--- config.mk ---
export PLATFORM = sky130hd
export DESIGN_NAME = vsram_bank_writer
export DESIGN_NICKNAME = d
export VERILOG_FILES = /design/src/rtl/vsram_bank_writer.sv
export SDC_FILE = /design/constraint.sdc
export NUM_CORES = 1
export LEC_CHECK = 0
export ABC_AREA = 1
export BUFFER_PORTS_ARGS = -buffer_cell sky130_fd_sc_hd__buf_4
export CORE_MARGIN = 4
export CORE_UTILIZATION = 45
export CTS_CLUSTER_DIAMETER = 200
export CTS_CLUSTER_SIZE = 40
export DETAILED_ROUTE_END_ITERATION = 6
export GPL_ROUTABILITY_DRIVEN = 0
export PLACE_DENSITY = 0.7
export SLEW_MARGIN = 20
export SYNTH_ARGS = -nofsm -noshare
export SYNTH_HDL_FRONTEND = slang
export SYNTH_SLANG_ARGS = --single-unit
--- constraint.sdc ---
create_clock -name clock -period 4 [get_ports clock]
set_input_delay 0.8 -clock clock [delete_from_list [all_inputs] [get_ports clock]]
set_output_delay 0.8 -clock clock [all_outputs]
set_load 0.1 [all_outputs]
--- src/rtl/vsram_bank_writer.sv ---
// Buffered write issuer for a banked vSRAM: requests are queued in a small FIFO
// and drained one per cycle onto a one-hot set of registered bank write ports.
module vsram_bank_writer #(
    parameter int NUM_BANKS  = 4,
    parameter int DATA_W     = 48,
    parameter int COL_W      = 10,
    parameter int ADDR_W     = 9,
    parameter int FIFO_DEPTH = 4
) (
    input  logic                          clock,
    input  logic                          reset,
    input  logic                          enable,
    input  logic                          in_valid,
    output logic                          in_ready,
    input  logic [COL_W-1:0]              in_colNum_info,
    input  logic                          in_section,
    input  logic [DATA_W-1:0]             in_data,
    input  logic                          in_last,
    output logic [NUM_BANKS*ADDR_W-1:0]   bank_addr,
    output logic [NUM_BANKS-1:0]          bank_we,
    output logic [NUM_BANKS*DATA_W-1:0]   bank_data,
    output logic                          write_done,
    output logic                          batch_done,
    output logic [15:0]                   write_count,
    output logic [$clog2(FIFO_DEPTH):0]   fifo_level
);

    localparam int BANK_W  = $clog2(NUM_BANKS);
    localparam int PTR_W   = $clog2(FIFO_DEPTH);
    localparam int ENTRY_W = BANK_W + ADDR_W + DATA_W + 1;

    generate
        if (NUM_BANKS < 2 || NUM_BANKS > 16 || (1 << BANK_W) != NUM_BANKS) begin : gBadBanks
            $error("NUM_BANKS must be a power of two in 2..16");
        end
        if (FIFO_DEPTH < 2 || (1 << PTR_W) != FIFO_DEPTH) begin : gBadDepth
            $error("FIFO_DEPTH must be a power of two >= 2");
        end
        if (ADDR_W != 1 + COL_W - BANK_W) begin : gBadAddr
            $error("ADDR_W must equal 1 + COL_W - log2(NUM_BANKS)");
        end
    endgenerate

    typedef enum logic [1:0] {IDLE, ISSUE, PAUSE} state_t;

    state_t stateReg, stateNext;

    logic [ENTRY_W-1:0] fifoMem [FIFO_DEPTH];
    logic [PTR_W-1:0]   wrPtrReg, rdPtrReg;
    logic [PTR_W:0]     levelReg;

    logic               push, pop;
    logic [ENTRY_W-1:0] popEntry;
    logic [BANK_W-1:0]  popBank;
    logic [ADDR_W-1:0]  popAddr;
    logic [DATA_W-1:0]  popData;
    logic               popLast;

    logic [NUM_BANKS-1:0]        bankHit;
    logic [NUM_BANKS*ADDR_W-1:0] bankAddrNext;
    logic [NUM_BANKS*DATA_W-1:0] bankDataNext;

    logic [NUM_BANKS-1:0]        bankWeReg;
    logic [NUM_BANKS*ADDR_W-1:0] bankAddrReg;
    logic [NUM_BANKS*DATA_W-1:0] bankDataReg;
    logic                        writeDoneReg, batchDoneReg;
    logic [15:0]                 writeCountReg;

    // Holding in_ready low during reset keeps anything from landing in a FIFO being cleared.
    assign in_ready = reset & enable & (levelReg < (PTR_W+1)'(FIFO_DEPTH));
    assign push     = in_valid & in_ready;
    assign pop      = (stateReg == ISSUE) & enable & (levelReg != '0);

    // Storage carries no reset; validity is tracked solely by the pointers.
    always_ff @(posedge clock) begin
        if (push) begin
            fifoMem[wrPtrReg] <= {in_colNum_info[BANK_W-1:0], in_section,
                                  in_colNum_info[COL_W-1:BANK_W], in_data, in_last};
        end
    end

    always_ff @(posedge clock) begin
        if (!reset) begin
            wrPtrReg <= '0;
            rdPtrReg <= '0;
            levelReg <= '0;
        end else begin
            if (push) wrPtrReg <= wrPtrReg + PTR_W'(1);
            if (pop)  rdPtrReg <= rdPtrReg + PTR_W'(1);
            levelReg <= levelReg + (PTR_W+1)'(push) - (PTR_W+1)'(pop);
        end
    end

    assign popEntry = fifoMem[rdPtrReg];
    assign popBank  = popEntry[ENTRY_W-1 -: BANK_W];
    assign popAddr  = popEntry[DATA_W+1 +: ADDR_W];
    assign popData  = popEntry[1 +: DATA_W];
    assign popLast  = popEntry[0];

    always_ff @(posedge clock) begin
        if (!reset) stateReg <= IDLE;
        else        stateReg <= stateNext;
    end

    always_comb begin
        stateNext = stateReg;
        case (stateReg)
            IDLE: begin
                if (!enable)               stateNext = PAUSE;
                else if (levelReg != '0)   stateNext = ISSUE;
            end
            ISSUE: begin
                // Stay while this pop leaves something behind or a new entry arrives.
                if (!enable)                                        stateNext = PAUSE;
                else if (levelReg <= (PTR_W+1)'(1) && !push)        stateNext = IDLE;
            end
            PAUSE: begin
                if (enable) stateNext = IDLE;
            end
            default: stateNext = IDLE;
        endcase
    end

    genvar gi;
    generate
        for (gi = 0; gi < NUM_BANKS; gi++) begin : gBank
            assign bankHit[gi]                        = pop && (popBank == BANK_W'(gi));
            assign bankAddrNext[gi*ADDR_W +: ADDR_W]  = bankHit[gi] ? popAddr : {ADDR_W{1'b1}};
            assign bankDataNext[gi*DATA_W +: DATA_W]  = bankHit[gi] ? popData : '0;
        end
    endgenerate

    always_ff @(posedge clock) begin
        if (!reset) begin
            bankWeReg     <= '0;
            bankAddrReg   <= '1;
            bankDataReg   <= '0;
            writeDoneReg  <= 1'b0;
            batchDoneReg  <= 1'b0;
            writeCountReg <= '0;
        end else begin
            bankWeReg     <= bankHit;
            bankAddrReg   <= bankAddrNext;
            bankDataReg   <= bankDataNext;
            writeDoneReg  <= pop;
            batchDoneReg  <= pop & popLast;
            if (pop) writeCountReg <= writeCountReg + 16'd1;
        end
    end

    assign bank_we     = bankWeReg;
    assign bank_addr   = bankAddrReg;
    assign bank_data   = bankDataReg;
    assign write_done  = writeDoneReg;
    assign batch_done  = batchDoneReg;
    assign write_count = writeCountReg;
    assign fifo_level  = levelReg;

endmodule

## Yosys cells after proc, flatten, opt, wreduce, memory -nomap -nowiden

Memory sizes are Yosys's and may differ from the RTL's. A register that Yosys moved wholly into a read port is not among the register bits.
Cells that the tools add are included.

| word-level totals | value |
|---|---|
| register bits after elaboration | 259 |
| memories | 1 |
| RAM bits | 240 |
| output and inout bits | 254 |

| operators by class | value |
|---|---|
| bitwise logic cells | 6 |
| eq/ne operators | 8 |
| $lt $le $gt $ge | 2 |
| add/sub/neg operators | 5 |
| reduce and logical (&&, ||, !) cells | 14 |
| muxes and demuxes | 10 |

Memory list:

| memory | depth | width | read ports | clocked after Yosys merged registers in | wr ports | line | source |
|---|---|---|---|---|---|---|---|
| fifoMem | 4 | 60 | 1 | 1 | 1 | 48 | `logic [ENTRY_W-1:0] fifoMem [FIFO_DEPTH];` |

Operators with widths:

| operator | count |
|---|---|
| adder 16 x 1 -> 16 bit, second input constant | 1 |
| two-way mux 2 bit | 7 |
| AND reduction 2 bit | 4 |
| AND 1 bit | 6 |
| equality test 2 bit, second input constant | 3 |
| one-hot mux 2 bit (3 select lines) | 1 |
| logical AND 1 bit | 5 |
| adder 2 x 1 -> 2 bit, second input constant | 2 |
| equality test 2 x 1 -> 1 bit, second input constant | 2 |
| logical NOT 2 bit | 2 |
| adder 3 x 1 -> 3 bit | 1 |
| <= comparator 3 x 1 -> 1 bit, second input constant | 1 |
| < comparator 3 bit, second input constant | 1 |
| inequality test 3 x 2 -> 1 bit, second input constant | 1 |
| inequality test 3 bit, second input constant | 1 |
| AND reduction 3 bit | 1 |
| nonzero test 3 bit | 1 |
| subtractor 3 x 1 -> 3 bit | 1 |
| two-way mux 1 bit | 2 |
| inequality test 2 bit, second input constant | 1 |
| logical NOT 1 bit | 1 |

## Depth between registers and ports, before layout

Gate-level depths: netlist of run 1.

| logic depth | value |
|---|---|
| depth after elaboration | 8 |
| gate-level depth with buffers | 11 |
| gate-level depth less buffers | 11 |

## Worst setup path before layout of run 1

Ideal clock, no wire load.

| path | value |
|---|---|
| path type | input to register |
| start point | input reset |
| end point | memory fifoMem[0][0] in the netlist's numbering (enable) |
| arrival time | 5.294 ns |
| data required time | 3.522 ns |
| path buffers | 0 |
| stages on the path | 4 |
| setup slack | -1.771 ns |
| cell sequence | nand2_1 nor2_1 nand2_1 nor2_1 |

| on the way | value |
|---|---|
| longest elaborated chain between the ends | 5 |

Ends and longest elaborated chain:

| element | line | source |
|---|---|---|
| start: declaration | 11 | `input logic reset,` |
| AND 1 bit (2 in a row) | 70 | `assign in_ready = reset & enable & (levelReg < (PTR_W+1)'(FIFO_DEPTH));` |
| named net in_ready | 14 | `output logic in_ready,` |
| AND 1 bit | 71 | `assign push = in_valid & in_ready;` |
| two-way mux 1 bit | 76 | `if (push) begin` |
| two-way mux 1 bit (implied by the code) | 77 | `fifoMem[wrPtrReg] <= {in_colNum_info[BANK_W-1:0], in_section,` |
| end: declaration | 48 |  |

The timed path passes the listed nets, and every way through them passes these cells.

==> results of run 1 <==
per-stage QoR:
stage / total power, W / cell area, um2 / utilization (%) / hold slack (ps)
after floorplan: 0.00562 / 16100 / - / 436
after global placement: 0.00572 / 18900 / 54.1 / 457
after detailed placement: 0.00572 / 18900 / 54.1 / 465
after CTS: 0.00793 / 19400 / 55.5 / 423
after global routing: 0.00812 / 19400 / 55.5 / 419
final: 0.00786 / 19400 / 55.5 / 452
per-layer routing:
metal | vias to the layer above | part of all wire (%)
li1 | 4857 | -
met1 | 4828 | 43
met2 | 249 | 48
met3 | 29 | 6.6
met4 | 4 | 1.5
met5 | - | 0.087
final timing paths:
| kind | startpoint | end |
|---|---|---|
| setup / recovery | flop | bank_data[102] |
| setup reg to reg | flop | bank_data[102] |
| hold / removal | enable | stateReg[1] |
| hold reg to reg | rdPtrReg[0] | flop |
cell families after synthesis:
logic type / count (synthesis) / synth area share [%]
xor gates and xnor gates: 1 / 0.0546
buffers and inverters: 102 / 2.75
DFF: 501 / 77.5
AOI/OAI and AO/OA: 147 / 6.44
and+or+nand+nor: 507 / 12.4
adders and majority gates: 10 / 0.827
cell usage after synthesis, types with 4 or more instances:
master / n / share of area (%)
nand4_1: 7 / 0.27
clkbuf_1: 35 / 0.82
inv_1: 33 / 0.77
clkinv_1: 4 / 0.094
buf_2: 17 / 0.53
a32o_1: 57 / 3.6
inv_2: 5 / 0.12
o21ai_0: 12 / 0.37
nand3_1: 11 / 0.34
ha_1: 9 / 0.70
buf_6: 4 / 0.28
nand2_1: 252 / 5.9
nor2_1: 227 / 5.3
a21oi_1: 73 / 2.3
edfxtp_1: 240 / 45
dfxtp_1: 261 / 33
sequential cells by signal (all words and copies together), names as in the netlist, named ones only:
signal / cells
fifoMem: 240
bank_data: 192
bank_addr: 36
write_count: 16
bank_we: 4
fifo_level: 3
rdPtrReg: 2
stateReg: 2
wrPtrReg: 2
batch_done: 1
write_done: 1
where the power goes:
group	internal (W)	total, W	leakage [nW]	switching [W]
Combinational	0.0000741	0.000196	3.23	0.000122
Sequential	0.00540	0.00541	4.27	0.00000956
Clock	0.000828	0.00225	0.231	0.00142
area by class of cell:
class,count,area [um2],share of cell area [%]
sequential,501,12400,64.2
multi-input combinational,665,3200,16.5
timing repair buffer,332,2520,13.0
tap,455,569,2.94
clock buffer,27,463,2.39
inverter,42,163,0.840
clock inverter,1,20.0,0.103
antenna,2,5.00,0.0258
==> flow_metrics.env, run 1 <==
export IMPL_power_leakage_nw=7.73
export IMPL_synthFlopType="dfxtp_1"
export IMPL_rsz0062_at_grt="false"
export IMPL_synth_edf_count=240
export IMPL_r2r_cells=8
export IMPL_num_rows=68
export IMPL_final_setup_tns_ps=0
export IMPL_worst_slack_ps=1420
export IMPL_cts_made_buffers=16
export IMPL_clock_latency_ps=530
export IMPL_whs_path_depth=2
export IMPL_finalHoldViolations=0
export IMPL_yosysWarnings=0
export IMPL_use_met3_pct=3.88
export IMPL_grt_max_degree=87
export IMPL_post_cts_resized=0
export IMPL_hold_path_class="in -> reg"
export IMPL_path_buf_inv=3
export IMPL_cp_start_kind="flop"
export IMPL_final_cell_mix="330 x buf_4, 260 x dfxtp_1, 252 x nand2_1, 240 x edfxtp_1, 222 x nor2_1"
export IMPL_layout_nets=1632
export IMPL_mostFrequentLayoutCell="buf_4"
export IMPL_netlist_area_um2=16000
export IMPL_grtUsageTotal_pct=17.4
export IMPL_clkTransAtPathRegs_ps=140
export IMPL_crit_required_ps=4470
export IMPL_die_x_um=197
export IMPL_avgSynthCellArea_um2=12.7
export IMPL_outcome="completed"
export IMPL_cp_slowest_cell="buf_4"
export IMPL_clock_skew_final_ps=14.8
export IMPL_path_cells="buf_4 -> nand2_1 -> nand3_1 -> nand2_2 -> inv_2 -> nand3_2 -> buf_4 -> nor2_1"
export IMPL_cpPeakStageDelay_ps=560
export IMPL_yosys_register_bits=501
export IMPL_clock_sinks=501
export IMPL_relSlewSlack_pct=36.9
export IMPL_wl_per_cell_um=17.6
export IMPL_critPathMostFrequentCell="buf_4"
export IMPL_fmax_ghz=0.388
export IMPL_viasPerCell=4.92
export IMPL_fin_crit_sh_pct=64.4
export IMPL_drt_iter0_markers=573
export IMPL_fill_cells=2895
export IMPL_ys_seq_area_share_pct=77.5
export IMPL_area_growth_pct=20.8
export IMPL_synthesis_nets=1342
export IMPL_grt_overflow=0
export IMPL_die_area_um2=38700
export IMPL_cpLargestDelayFamily="buffers and inverters"
export IMPL_grt_pass1_vias=9587
export IMPL_clockBufferDepth=3
export IMPL_placedCellCount=1995
export IMPL_finalSetupViolCount=0
export IMPL_die_y_um=197
export IMPL_vias=9967
export IMPL_endpoint_kind="flop"
export IMPL_post_route_drc_count=0
export IMPL_drive_above_1_share_pct=23.6
export IMPL_netlist_instances=1268
export IMPL_dpl_hpwl_um=23900
export IMPL_yosysUniqueCellTypes=30
export IMPL_path_class="reg -> reg"
export IMPL_max_slew_worst_pin_slew_ps=947
export IMPL_powerDensity_nw_per_um2=406
export IMPL_core_um2=34900
export IMPL_worstPathArrival_ps=3040
export IMPL_antenna_found_initial=4
export IMPL_ys_async_sr_fraction_pct=0
export IMPL_post_cts_setup_buffer_count=0
export IMPL_fin_crit_ps=2580
export IMPL_port_buffers=317
export IMPL_grt_util_met1_pct=23.5
export IMPL_io_pins=318
export IMPL_htreeDepth=1
export IMPL_crit_fanout=65
export IMPL_slew_violations=0
export IMPL_dpl_worst_slack_ps=1030
export IMPL_hold_buffers=0
export IMPL_first_pass_iters=4
export IMPL_cts_root_buffer="clkbuf_16"
export IMPL_use_met2_pct=29.4
export IMPL_fin_cells=2025
export IMPL_cts_tree="done"
export IMPL_start_util_pct=46.0
export IMPL_maxCapViolCount=0
export IMPL_final_antenna_net_count=0
export IMPL_wl_um=35700
export IMPL_cp_depth=8
export IMPL_vdd_drop_max_v=0.000400
export IMPL_grt_busiest_layer="met2"
export IMPL_r2r_slack_ps=1420
export IMPL_grt_pass1_wl_um=54400
No activity file was read; power rests on OpenSTA's default activity.
==> run 2, diff against run 1 <==
--- a/config.mk
+++ b/config.mk
@@ -13,7 +13,7 @@
 export CTS_CLUSTER_SIZE = 40
 export DETAILED_ROUTE_END_ITERATION = 6
 export GPL_ROUTABILITY_DRIVEN = 0
-export PLACE_DENSITY = 0.7
+export PLACE_DENSITY = 0.67
 export SLEW_MARGIN = 20
 export SYNTH_ARGS = -nofsm -noshare
 export SYNTH_HDL_FRONTEND = slang
==> constraint.sdc (replaced) <==
create_clock -name clock -period 2.6 [get_ports clock]
set_input_delay 0.52 -clock clock [delete_from_list [all_inputs] [get_ports clock]]
set_output_delay 0.52 -clock clock [all_outputs]
set_load 0.1 [all_outputs]
==> flow_metrics.env, run 2 (synthesis gave the netlist of run 1 again) <==
export IMPL_outcome="completed"
export IMPL_max_slew_worst_pin_slew_ps=694
export IMPL_vias=10000
export IMPL_post_route_drc_count=0
export IMPL_finalHoldViolations=0
export IMPL_use_met2_pct=30.3
export IMPL_area_growth_pct=21.8
export IMPL_clockBufferDepth=3
export IMPL_hold_buffers=0
export IMPL_dpl_hpwl_um=24100
export IMPL_fin_crit_ps=2100
export IMPL_powerDensity_nw_per_um2=619
export IMPL_path_cells="nor2_1 -> nand2_1 -> nand2_4 -> clkinv_1 -> ha_1 -> inv_1 -> ha_1 -> inv_1 -> fa_1 -> xnor2_1 -> nor2_1"
export IMPL_wl_per_cell_um=17.7
export IMPL_first_pass_iters=5
export IMPL_grt_busiest_layer="met2"
export IMPL_cp_slowest_cell="fa_1"
export IMPL_diodes=0
export IMPL_antenna_found_initial=1
export IMPL_whs_path_depth=1
export IMPL_clock_latency_ps=540
export IMPL_multi_input_area_um2=3230
export IMPL_grt_overflow=0
export IMPL_mostFrequentLayoutCell="buf_4"
export IMPL_final_cell_mix="338 x buf_4, 257 x dfxtp_1, 250 x nand2_1, 240 x edfxtp_1, 222 x nor2_1"
export IMPL_dpl_worst_slack_ps=298
export IMPL_layout_nets=1644
export IMPL_cpLargestDelayFamily="adder cells"
export IMPL_crit_required_ps=3010
export IMPL_final_antenna_net_count=0
export IMPL_power_leakage_nw=7.81
export IMPL_crit_fanout=8
export IMPL_fin_cells=2035
export IMPL_fin_crit_sh_pct=80.9
export IMPL_placedCellCount=2007
export IMPL_largest_reg_flops=240
export IMPL_power_w=0.0121
export IMPL_use_met3_pct=4.05
export IMPL_maxCapViolCount=0
export IMPL_die_y_um=197
export IMPL_clkTransAtPathRegs_ps=130
export IMPL_r2r_cells=11
export IMPL_path_class="reg -> reg"
export IMPL_die_area_um2=38700
export IMPL_drive_above_1_share_pct=24.5
export IMPL_clock_skew_final_ps=25.2
export IMPL_start_util_pct=46.0
export IMPL_port_buffers=317
export IMPL_endpoint_kind="flop"
export IMPL_fmax_ghz=0.475
export IMPL_grtUsageTotal_pct=17.8
export IMPL_drt_iter0_markers=637
export IMPL_grt_pass1_wl_um=55400
export IMPL_grt_max_degree=61
export IMPL_post_cts_setup_buffer_count=0
export IMPL_grt_util_met1_pct=23.3
export IMPL_num_rows=68
export IMPL_regArea_um2=12400
export IMPL_post_cts_resized=0
export IMPL_cp_start_kind="flop"
export IMPL_cp_depth=11
export IMPL_worstPathArrival_ps=2520
export IMPL_hold_path_class="in -> reg"
export IMPL_core_um2=34900
export IMPL_grt_pass1_vias=9854
export IMPL_clock_sinks=501
export IMPL_cts_tree="done"
export IMPL_cts_made_buffers=16
export IMPL_vdd_drop_max_v=0.000638
export IMPL_largest_register="fifoMem"
export IMPL_worst_slack_ps=497
export IMPL_die_x_um=197
export IMPL_io_pins=318
export IMPL_rsz0062_at_grt="false"
export IMPL_slew_violations=0
export IMPL_viasPerCell=4.93
export IMPL_relSlewSlack_pct=53.7
export IMPL_finalSetupViolCount=0
export IMPL_path_buf_inv=3
export IMPL_htreeDepth=1
export IMPL_fill_cells=2969
export IMPL_cpPeakStageDelay_ps=370
export IMPL_cts_root_buffer="clkbuf_16"
export IMPL_whs_ps=165
export IMPL_wl_um=36000
[run 2: changes by cell type in the layout (fill, tap and decap cells not counted)]
cell and change:
nand2_8 +1, dfxtp_2 +3, nor2_2 -1, buf_12 +4, buf_4 +8, diode_2 -2
nand2_4 +1, dfxtp_1 -3, nor2_4 +1, nand2_1 -2
[run 2: stage by stage]
step	cell area, um2	utilization [%]	TNS [ps]
floorplan	16100	-	-13590
global placement	19100	54.6	0
detailed placement	19100	54.6	0
CTS	19500	56.0	0
global route	19500	56.0	0
finish	19500	56.0	0
[run 2: path summary, 6_finish.rpt]
check	from	slack, ps	to
min	in_data[20]	160	fifoMem[1][21]
max reg2reg	fifo_level[1]	500	fifo_level[2]
min reg2reg	rdPtrReg[1]	490	rdPtrReg[1]
max	fifo_level[1]	500	fifo_level[2]
[run 2: cell type report]
class	instances	share of cell area, %
inverter	42	0.832
clock buffer	27	2.37
sequential	501	63.7
clock inverter	1	0.102
timing repair buffer	344	13.6
tap	455	2.91
multi-input combinational	665	16.5
[run 2: metal layers]
layer / routed length [um] / vias to the layer above
met5: 13 / -
met4: 934 / 2
met3: 2510 / 42
met2: 17200 / 283
met1: 15300 / 4844
li1: - / 4870
[run 2: worst register-to-register path, stage by stage, from the launching register on]
cell,delay (ps)
dfxtp_2,360
nor2_1,150
nand2_1,140
nand2_4,160
clkinv_1,100
ha_1,270
inv_1,60
ha_1,130
inv_1,50
fa_1,370
xnor2_1,160
nor2_1,50
[run 2: power by group]
group | switching (W) | leakage (nW) | internal, W
Combinational | 0.000189 | 3.30 | 0.000121
Sequential | 0.0000152 | 4.27 | 0.00831
Clock | 0.00220 | 0.231 | 0.00127
==> run 3, diff against run 2 <==
--- a/config.mk
+++ b/config.mk
@@ -5,7 +5,7 @@
 export SDC_FILE = /design/constraint.sdc
 export NUM_CORES = 1
 export LEC_CHECK = 0
-export ABC_AREA = 1
+export ABC_AREA = 0
 export BUFFER_PORTS_ARGS = -buffer_cell sky130_fd_sc_hd__buf_4
 export CORE_MARGIN = 4
 export CORE_UTILIZATION = 45
==> constraint.sdc (replaced) <==
create_clock -name clock -period 2.05 [get_ports clock]
set_input_delay 0.41 -clock clock [delete_from_list [all_inputs] [get_ports clock]]
set_output_delay 0.41 -clock clock [all_outputs]
set_load 0.1 [all_outputs]
==> flow_metrics.env, run 3 <==
export IMPL_endpoint_kind="flop"
export IMPL_cpPeakStageDelay_ps=530
export IMPL_largest_register="fifoMem"
export IMPL_stdcell_area_um2=20200
export IMPL_fin_crit_sh_pct=97.3
export IMPL_final_antenna_net_count=0
export IMPL_comb_power_share_pct=2.7
export IMPL_grt_util_met1_pct=23.7
export IMPL_synth_edf_count=240
export IMPL_use_met2_pct=30.1
export IMPL_area_growth_pct=24.2
export IMPL_start_util_pct=45.7
export IMPL_final_cell_mix="351 x buf_4, 248 x dfxtp_1, 240 x edfxtp_1, 146 x and2_1, 60 x mux4_2"
export IMPL_core_um2=35600
export IMPL_powerDensity_nw_per_um2=762
export IMPL_fin_cells=1774
export IMPL_finalSetupViolCount=0
export IMPL_rsz0062_at_grt="true"
export IMPL_clkTransAtPathRegs_ps=140
export IMPL_dpl_hpwl_um=24200
export IMPL_clock_latency_ps=540
export IMPL_wl_um=35600
export IMPL_placed_area_um2=19600
export IMPL_synthesis_nets=1038
export IMPL_grt_max_degree=42
export IMPL_clock_sinks=501
export IMPL_crit_fanout=6
export IMPL_worstPathArrival_ps=2440
export IMPL_yosysWarnings=0
export IMPL_r2r_slack_ps=50
export IMPL_cpLargestDelayFamily="adder cells"
export IMPL_yosysUniqueCellTypes=43
export IMPL_ys_async_sr_fraction_pct=0
export IMPL_synth_top_cell_by_area="edfxtp_1"
export IMPL_drt_iter0_markers=522
export IMPL_clkPwrFrac_pct=28.7
export IMPL_fmax_ghz=0.501
export IMPL_max_slew_worst_pin_slew_ps=427
export IMPL_finalHoldViolations=0
export IMPL_crit_required_ps=2500
export IMPL_path_cells="or3_4 -> nand2_2 -> inv_2 -> ha_4 -> inv_2 -> ha_4 -> inv_2 -> fa_2 -> nor2_2"
export IMPL_yosys_register_bits=501
export IMPL_pwr_share_seq_pct=68.6
export IMPL_antenna_found_initial=1
export IMPL_swShare_pct=19.8
export IMPL_fin_crit_ps=2000
export IMPL_relSlewSlack_pct=71.5
export IMPL_io_pins=318
export IMPL_net_switching_power_w=0.00305
export IMPL_synth_top_area_share_pct=44.4
export IMPL_hold_buffers=0
export IMPL_grt_busiest_layer="met2"
export IMPL_outcome="completed"
export IMPL_largest_reg_flops=240
export IMPL_final_setup_tns_ps=0
export IMPL_path_buf_inv=3
export IMPL_die_x_um=198
export IMPL_ys_seq_area_share_pct=76.5
export IMPL_wl_per_cell_um=20.1
export IMPL_vias=8766
export IMPL_cp_slowest_cell="fa_2"
export IMPL_viasPerCell=4.94
export IMPL_cts_made_buffers=16
export IMPL_hold_path_class="in -> reg"
export IMPL_mostFrequentLayoutCell="buf_4"
export IMPL_synthFlopType="dfxtp_1"
export IMPL_power_leakage_nw=7.83
export IMPL_synth_top_cells_by_count="261 x dfxtp_1, 240 x edfxtp_1, 150 x and2_1, 60 x mux4_2, 49 x and3_1"
export IMPL_layout_nets=1376
export IMPL_netlist_instances=964
export IMPL_cts_root_buffer="clkbuf_16"
export IMPL_cp_start_kind="flop"
export IMPL_use_met3_pct=3.44
export IMPL_grt_overflow=0
export IMPL_maxCapViolCount=0
export IMPL_worst_slack_ps=54.8
export IMPL_path_class="reg -> reg"
export IMPL_grt_pass1_vias=9031
export IMPL_port_buffers=317
export IMPL_synthTopCellsByArea="edfxtp_1 44%, dfxtp_1 32%, mux4_2 8.3%"
export IMPL_avgSynthCellArea_um2=16.9
export IMPL_vdd_drop_max_v=0.000798
export IMPL_clockBufferDepth=3
export IMPL_cts_tree="done"
export IMPL_fill_cells=2842
export IMPL_clock_skew_final_ps=24.3
export IMPL_die_area_um2=39200
export IMPL_grt_pass1_wl_um=53500
export IMPL_num_rows=69
export IMPL_intPower_w=0.0123
export IMPL_netlist_area_um2=16200
export IMPL_placedCellCount=1739
export IMPL_grtUsageTotal_pct=17.6
export IMPL_synth_most_common_cell="dfxtp_1"
export IMPL_die_y_um=198
export IMPL_critPathMostFrequentCell="inv_2"
export IMPL_htreeDepth=1
export IMPL_slew_violations=0
export IMPL_dpl_worst_slack_ps=8.15
export IMPL_post_route_drc_count=0
export IMPL_drive_above_1_share_pct=37.4
export IMPL_first_pass_iters=4
-- run 3: final timing paths --
kind,from,to,cells after the start
setup / recovery,fifo_level[0],fifo_level[1],9
hold / removal,enable,stateReg[1],2
setup reg to reg,fifo_level[0],fifo_level[1],9
hold reg to reg,write_count[7],write_count[7],2
-- run 3: worst register-to-register path, cell delays in order, from the launching register on --
cell and delay, ps:
dfxtp_4 390, or3_4 390, nand2_2 90, inv_2 50, ha_4 200, inv_2 60, ha_4 120, inv_2 30
fa_2 530, nor2_2 30
-- run 3: what timing repair did --
action | in CTS | in global routing
pin swaps | 0 | 1
cloned | 0 | 0
endpoints found under the setup margin | 8 | 109
setup buffers | 0 | 6
resized for setup | 0 | 6
endpoints found under the hold margin | 0 | 0
-- run 3: area by class of cell --
| type | count | area (um2) | area share [%] |
|---|---|---|---|
| clock buffer | 27 | 463 | 2.30 |
| timing repair buffer | 367 | 2950 | 14.6 |
| clock inverter | 1 | 20.0 | 0.0992 |
| inverter | 13 | 48.8 | 0.242 |
| antenna | 1 | 2.50 | 0.0124 |
| tap | 461 | 577 | 2.86 |
| sequential | 501 | 12500 | 61.8 |
| multi-input combinational | 403 | 3640 | 18.0 |
-- run 3: logic make-up after synthesis --
family | share of synthesized area [%]
AND/OR/NAND/NOR | 11.4
AO/OA/AOI/OAI | 0.593
multiplexers | 8.56
adder cells (fa/ha/maj) | 0.816
flip-flops | 76.5
XOR/XNOR | 0.539
buffers and inverters | 1.59
-- run 3: power by group through the flow --
| stage | Sequential [W] | Clock, W | Combinational (W) |
|---|---|---|---|
| 5_1_grt | 0.0105 | 0.00494 | 0.000460 |
| 2_1_floorplan | 0.0108 | 0 | 0.000149 |
| 3_5_place_dp | 0.0108 | 0 | 0.000416 |
| 6_report | 0.0105 | 0.00441 | 0.000418 |
| 4_1_cts | 0.0105 | 0.00458 | 0.000417 |
| 3_3_place_gp | 0.0108 | 0 | 0.000402 |
-- run 3: through the flow --
stage / utilization, % / hold WS, ps / power, W
final: 56.7 / 58.9 / 0.0154
after global routing: 56.7 / 23.6 / 0.0159
after CTS: 56.5 / 24.8 / 0.0155
after detailed placement: 55.1 / 486 / 0.0112
after global placement: 55.1 / 471 / 0.0112
after floorplan: - / 446 / 0.0109
-- run 3: layer usage --
layer  part of all wire [%]  vias up  wire length, um
met5                  0.036        -               13
met2                     49      235            17600
met3                    6.3       32             2230
li1                       -     4099                -
met4                    2.0        2              720
met1                     42     4398            15100
